## src/rtl/wb_port_arbiter_pkg.sv

```systemverilog
// Shared definitions for the writeback port arbiter: field widths, grant
// encodings and a saturating add helper used by the optional perf counters.
package wb_port_arbiter_pkg;

    localparam int REG_W  = 3;
    localparam int DATA_W = 16;

    // Per-cycle grant encodings for the register-file write port.
    localparam logic [1:0] GNT_NONE = 2'b00;
    localparam logic [1:0] GNT_PIPE = 2'b01;
    localparam logic [1:0] GNT_AUX  = 2'b10;

    // 16-bit add that sticks at all-ones instead of wrapping.
    function automatic logic [15:0] sat_add16(input logic [15:0] a, input logic [15:0] b);
        logic [16:0] s;
        s = {1'b0, a} + {1'b0, b};
        return s[16] ? 16'hFFFF : s[15:0];
    endfunction

endpackage

```

## src/rtl/wb_aux_fifo.sv

```systemverilog
// Auxiliary write queue: circular storage with head/tail/count and a kill
// bit per entry. A squash request compares its register tag against every
// live entry in parallel and marks matches as killed.
module wb_aux_fifo
    import wb_port_arbiter_pkg::*;
#(
    parameter int DEPTH = 2
) (
    input  logic                         clk,
    input  logic                         rst,
    input  logic                         push_i,
    input  logic [REG_W-1:0]             push_wr_i,
    input  logic [DATA_W-1:0]            push_wd_i,
    input  logic                         pop_i,
    input  logic                         squash_i,
    input  logic [REG_W-1:0]             squash_wr_i,
    output logic [REG_W-1:0]             head_wr_o,
    output logic [DATA_W-1:0]            head_wd_o,
    output logic                         head_kill_o,
    output logic                         empty_o,
    output logic                         full_o,
    output logic                         live_any_o,
    output logic [$clog2(DEPTH+1)-1:0]   squash_num_o
);

    localparam int PW = $clog2(DEPTH);
    localparam int CW = $clog2(DEPTH+1);

    logic [REG_W-1:0]  wr_q [DEPTH];
    logic [DATA_W-1:0] wd_q [DEPTH];
    logic [DEPTH-1:0]  kill_q, kill_d, valid_v, kill_set;
    logic [PW-1:0]     head_q, tail_q;
    logic [CW-1:0]     count_q;

    // Occupancy mask from head/count, and the parallel tag compare for squash.
    // The slot being pushed this cycle is not yet valid, so it is never killed.
    always_comb begin
        valid_v      = '0;
        kill_set     = '0;
        squash_num_o = '0;
        for (int i = 0; i < DEPTH; i++) begin
            valid_v[i]   = CW'(PW'(i) - head_q) < count_q;
            kill_set[i]  = squash_i && valid_v[i] && !kill_q[i] && (wr_q[i] == squash_wr_i);
            squash_num_o = squash_num_o + CW'(kill_set[i]);
        end
    end

    // Next kill bits: new squashes accumulate; a freshly pushed slot starts live.
    always_comb begin
        kill_d = kill_q | kill_set;
        if (push_i) kill_d[tail_q] = 1'b0;
    end

    // Pointer, count and kill-bit state; pointers wrap naturally (power-of-two depth).
    always_ff @(posedge clk or posedge rst) begin
        if (rst) begin
            head_q  <= '0;
            tail_q  <= '0;
            count_q <= '0;
            kill_q  <= '0;
        end else begin
            if (pop_i)  head_q <= head_q + 1'b1;
            if (push_i) tail_q <= tail_q + 1'b1;
            count_q <= count_q + CW'(push_i) - CW'(pop_i);
            kill_q  <= kill_d;
        end
    end

    // Entry payload storage; occupancy is tracked separately so no reset needed.
    always_ff @(posedge clk) begin
        if (push_i) begin
            wr_q[tail_q] <= push_wr_i;
            wd_q[tail_q] <= push_wd_i;
        end
    end

    assign head_wr_o   = wr_q[head_q];
    assign head_wd_o   = wd_q[head_q];
    assign head_kill_o = kill_q[head_q];
    assign empty_o     = (count_q == '0);
    assign full_o      = (count_q == CW'(DEPTH));
    assign live_any_o  = |(valid_v & ~kill_q);

endmodule

```

## src/rtl/wb_port_arbiter.sv

```systemverilog
// Register-file write port arbiter between pipeline writeback and a queued
// auxiliary source, with starvation forcing and WAW squash of stale entries.
// Optional feature macro: WB_ARB_PERF_EN adds stall_cnt / squash_cnt outputs.
// Handshake: pipe_ready high = pipe request (if valid) is taken this cycle;
// aux_ready high = queue has room, aux request is pushed when aux_valid is high.
module wb_port_arbiter
    import wb_port_arbiter_pkg::*;
#(
    parameter int AUX_DEPTH  = 2,
    parameter int STARVE_MAX = 4
) (
    input  logic              clk,
    input  logic              rst,
    input  logic              pipe_valid,
    input  logic [REG_W-1:0]  pipe_wr,
    input  logic [DATA_W-1:0] pipe_wd,
    output logic              pipe_ready,
    input  logic              aux_valid,
    input  logic [REG_W-1:0]  aux_wr,
    input  logic [DATA_W-1:0] aux_wd,
    output logic              aux_ready,
    output logic              rf_we,
    output logic [REG_W-1:0]  rf_wr,
    output logic [DATA_W-1:0] rf_wd,
    output logic              aux_pending,
    output logic              err
`ifdef WB_ARB_PERF_EN
    ,
    output logic [15:0]       stall_cnt,
    output logic [15:0]       squash_cnt
`endif
);

    localparam int SW = $clog2(STARVE_MAX+1);
    localparam int CW = $clog2(AUX_DEPTH+1);

    logic              q_empty, q_full, q_head_kill, q_live_any;
    logic [REG_W-1:0]  q_head_wr;
    logic [DATA_W-1:0] q_head_wd;
    logic [CW-1:0]     q_squash_num;
    logic              head_live, force_aux, push, pop;
    logic [1:0]        grant;
    logic [SW-1:0]     starve_q, starve_d;
    logic              rf_we_q, rf_we_d;
    logic [REG_W-1:0]  rf_wr_q, rf_wr_d;
    logic [DATA_W-1:0] rf_wd_q, rf_wd_d;

    wb_aux_fifo #(.DEPTH(AUX_DEPTH)) u_fifo (
        .clk          (clk),
        .rst          (rst),
        .push_i       (push),
        .push_wr_i    (aux_wr),
        .push_wd_i    (aux_wd),
        .pop_i        (pop),
        .squash_i     (grant == GNT_PIPE),
        .squash_wr_i  (pipe_wr),
        .head_wr_o    (q_head_wr),
        .head_wd_o    (q_head_wd),
        .head_kill_o  (q_head_kill),
        .empty_o      (q_empty),
        .full_o       (q_full),
        .live_any_o   (q_live_any),
        .squash_num_o (q_squash_num)
    );

    assign head_live = !q_empty && !q_head_kill;
    assign force_aux = head_live && (starve_q == SW'(STARVE_MAX));

    // Per-cycle grant: pipe wins unless the aux head has waited too long.
    always_comb begin
        grant = GNT_NONE;
        if (pipe_valid && !force_aux) grant = GNT_PIPE;
        else if (head_live)           grant = GNT_AUX;
    end

    // A killed head drains for free alongside whatever wins the port.
    assign pop         = !q_empty && (q_head_kill || grant == GNT_AUX);
    assign push        = aux_valid && !q_full;
    assign pipe_ready  = !force_aux;
    assign aux_ready   = !q_full;
    assign aux_pending = q_live_any;
    assign err         = 1'b0;

    // Next-state for the write register and the starvation counter.
    always_comb begin
        rf_we_d  = 1'b0;
        rf_wr_d  = rf_wr_q;
        rf_wd_d  = rf_wd_q;
        starve_d = starve_q;
        case (grant)
            GNT_PIPE: begin rf_we_d = 1'b1; rf_wr_d = pipe_wr;   rf_wd_d = pipe_wd;   end
            GNT_AUX:  begin rf_we_d = 1'b1; rf_wr_d = q_head_wr; rf_wd_d = q_head_wd; end
            default:  ;
        endcase
        if (grant == GNT_AUX || q_empty)
            starve_d = '0;
        else if (grant == GNT_PIPE && head_live && starve_q != SW'(STARVE_MAX))
            starve_d = starve_q + 1'b1;
    end

    // Registered write port and starvation state.
    always_ff @(posedge clk or posedge rst) begin
        if (rst) begin
            rf_we_q  <= 1'b0;
            rf_wr_q  <= '0;
            rf_wd_q  <= '0;
            starve_q <= '0;
        end else begin
            rf_we_q  <= rf_we_d;
            rf_wr_q  <= rf_wr_d;
            rf_wd_q  <= rf_wd_d;
            starve_q <= starve_d;
        end
    end

    assign rf_we = rf_we_q;
    assign rf_wr = rf_wr_q;
    assign rf_wd = rf_wd_q;

`ifdef WB_ARB_PERF_EN
    logic [15:0] stall_cnt_q, squash_cnt_q;

    // Saturating counts of pipeline stall cycles and squashed aux entries.
    always_ff @(posedge clk or posedge rst) begin
        if (rst) begin
            stall_cnt_q  <= '0;
            squash_cnt_q <= '0;
        end else begin
            stall_cnt_q  <= sat_add16(stall_cnt_q, 16'(pipe_valid && !pipe_ready));
            squash_cnt_q <= sat_add16(squash_cnt_q, 16'(q_squash_num));
        end
    end

    assign stall_cnt  = stall_cnt_q;
    assign squash_cnt = squash_cnt_q;
`else
    logic squash_num_unused;
    assign squash_num_unused = ^q_squash_num;
`endif

endmodule
```

## config.mk

```make
export PLATFORM = sky130hd
export DESIGN_NAME = wb_port_arbiter
export DESIGN_NICKNAME = d
export VERILOG_FILES = /design/src/rtl/wb_port_arbiter_pkg.sv /design/src/rtl/wb_aux_fifo.sv /design/src/rtl/wb_port_arbiter.sv
export SDC_FILE = /design/constraint.sdc
export NUM_CORES = 1
export LEC_CHECK = 0
export CORE_UTILIZATION = 40
export CTS_CLUSTER_SIZE = 28
export DETAILED_ROUTE_END_ITERATION = 16
export PLACE_DENSITY = 0.74
export SETUP_SLACK_MARGIN = 0.4
export SLEW_MARGIN = 0
export SYNTH_ARGS = -nofsm -noshare
export SYNTH_HDL_FRONTEND = slang
export SYNTH_HIERARCHICAL = 1
export SYNTH_SLANG_ARGS = --single-unit
```

## constraint.sdc

```tcl
create_clock -name clk -period 2.5 [get_ports clk]
set_clock_uncertainty 0.2 [all_clocks]
set_input_delay 0.375 -clock clk [delete_from_list [all_inputs] [get_ports clk]]
set_output_delay 0.375 -clock clk [all_outputs]
set_load 0.05 [all_outputs]
```

==> summary.md <==
| Metric | Value |
|---|---|
| Outcome | complete, no violations |
| PwrDens | 1235 nW/µm² |
| DP Cell Count | 353 |
| Max-cap violations | 0 |
| Setup TNS | 0 ns |
| Vias in the first global route | 1914 |
| Row Count | 30 |
| Die width | 87.23 µm |
| # IOs | 66 |
| F_max | 439.8 MHz |
| Tmin final | 2.274 ns |
| CP Class | reg -> out |
| Worst IR Drop VDD | 638.2 µV |
| CP arrival | 1.70 ns |
| Vias | 1833 |
| Die area | 7608 µm² |
| Placed inst area | 3689 µm² |
| CP dominant cell by count | buf_12 |
| First-pass GRT wire length | 9473 µm |
| Critical-path maximum fanout | 3 |
| Via density | 4.824 |
| Final Cycle Share | 0.9095 |
| Layout cell share with drive strength beyond 1 | 0.2570 |
| Worst-path clk slew | 0.07 ns |
| Clock tree buffer depth | 2 |
| CTS Hold Bufs | 0 |
| First drt pass iteration count | 6 |
| Drt wl/cell | 15.73 µm |
| Final instance area | 4098 µm² |
| I/O Buffers | 64 |
| Total track usage | 0.1747 |
| Grt total ovfl | 0 |
| Worst setup path start | u_fifo/head_q |
| Reg2reg start | u_fifo/head_q |
| CP max stage cell | dfrtp_2 |
| Startpoint Class | register |
| CTS tree | built |
| Number of DRC markers in iteration 0 | 132 |
| Final #Nets | 326 |
| Largest net degree at the start of global routing | 24 |
| Root Buffer | clkbuf_8 |
| Cells after synthesis | 196 |
| Fin Hold WS | 0.09069 ns |
| Critical Path, Cell by Cell | buf_12 > buf_6 > nand2b_4 > a211o_1 > nand2_2 > buf_12 |
| Max incr delay on CP | 0.44 ns |
| Pwr Total | 5.062 mW |
| Dpl ws | 0.2053 ns |
| Placer Congestion | 0.7102 |
| Filler-free cell count of the finished design | 380 |
| Critical path endpoint category | primary output |
| RSZ-0062 raised after global routing | yes |
| Final hold vios | 0 |
| # DRC | 0 |
| Sink Count | 67 |
| P_leak | 1.722 nW |
| Slew headroom | 0.6510 |
| RR Endpoint | u_fifo/count_q[1] |
| Core area | 6907 µm² |
| Reg2reg setup slack | 0.24 ns |
| Starting Density | 0.4207 |
| Post-layout util | 0.5933 |
| Post-DP HPWL | 3742 µm |
| Die Ht | 87.23 µm |
| Setup WS post-layout | 0.2262 ns |
| Hold WC Path Type | in -> async |
| Total nets after synthesis | 243 |
| Slew of the pin with the lowest slew margin | 0.5226 ns |
| Synth Warn # | 6 |
| Avg Inst Size Synth | 14.82 µm² |
| Antenna violations before repair | 0 |
| Reg2Reg Depth | 9 |
| Final ANT Viol Nets | 0 |
| Finish-stage setup viols | 0 |
| Critical path data required time | 1.92 ns |
| Area growth from synthesis to layout | 41.04% |
| Worst skew pair latency | 0.34 ns |
| # diodes | 0 |
| Final Max Slew Viols | 0 |
| Total CTS buffers | 9 |
| H-Tree Depth | 3 |
| Detailed Route WL | 5976 µm |
| Post-synthesis instance area | 2905 µm² |
==> per-layer routing <==
layer  up-vias  wire (µm)  share of wire  track usage
li1        887          -              -            -
met1       890       2609           0.44       0.2179
met2        48       3006           0.50       0.2878
met3         8        273          0.046      0.04645
met4         0         86          0.014      0.07452
met5         -          0              0            0
==> layout make-up <==
class | instances | area [µm²]
Sequential cell | 67 | 1868
Tap cell | 96 | 120.1
Clock inverter | 7 | 45.04
Inverter | 12 | 45.04
Timing Repair Buffer | 81 | 893.4
Clock buffer | 9 | 123.9
Fill cell | 560 | 2809
Multi-Input combinational cell | 108 | 1002
==> report_power, final <==
group          leakage [nW]  total (mW)  switching (mW)  internal, mW
clock network        0.0887       0.769           0.414         0.355
logic                 0.928        2.57            1.41          1.16
registers             0.705        1.73           0.175          1.55
total                  1.72        5.06            2.00          3.06
==> flip-flops by register name (all words and copies together) (netlist names) <==
signal and count:
rf_we 1, rf_wr 3, starve_q 3, u_fifo/wd_q 32, u_fifo/tail_q 1, u_fifo/head_q 1, u_fifo/wr_q 6, u_fifo/kill_q 2
rf_wd 16, u_fifo/count_q 2
==> cells in the final DEF, fill, tap and decap left out, drive strengths merged, types with 2 or more instances in the layout <==
| cell type | n |
|---|---|
| clkdlybuf4s50 | 45 |
| edfxtp | 38 |
| dfrtp | 29 |
| mux2 | 20 |
| and2 | 20 |
| a221o | 19 |
| buf | 18 |
| dlymetal6s2s | 13 |
| inv | 12 |
| clkbuf | 10 |
| nand2 | 8 |
| xnor2 | 8 |
| clkinv | 6 |
| ha | 5 |
| a21oi | 4 |
| nand3 | 3 |
| nor2 | 3 |
| dlygate4sd2 | 3 |
| xor2 | 2 |
| nand2b | 2 |
| o31ai | 2 |
==> worst max-delay path by stage <==
stage | endpoint | slack (ns)
after floorplan | u_fifo/count_q[1] | -0.28
after global placement | rf_wr[1] | 0.23
after detailed placement | u_fifo/count_q[1] | 0.21
after CTS | aux_pending | 0.18
after global routing | aux_pending | 0.17
final | aux_pending | 0.23
==> timing repair <==
action / CTS / global route
setup endpoints to repair: 25 / 50
pin swaps: 3 / 3
endpoints found under the hold margin: 0 / 0
gates resized for setup: 8 / 30
buffers inserted: 8 / 2
gates cloned: 1 / 0
==> critical path, delay by kind of cell, from the launching register on <==
kind	cells	cell delay [ns]
AO/OA/AOI/OAI	1	0.32
buffers and inverters	3	0.39
flip-flops	1	0.44
AND/OR/NAND/NOR	2	0.22
(Power assumes the default switching activity.)
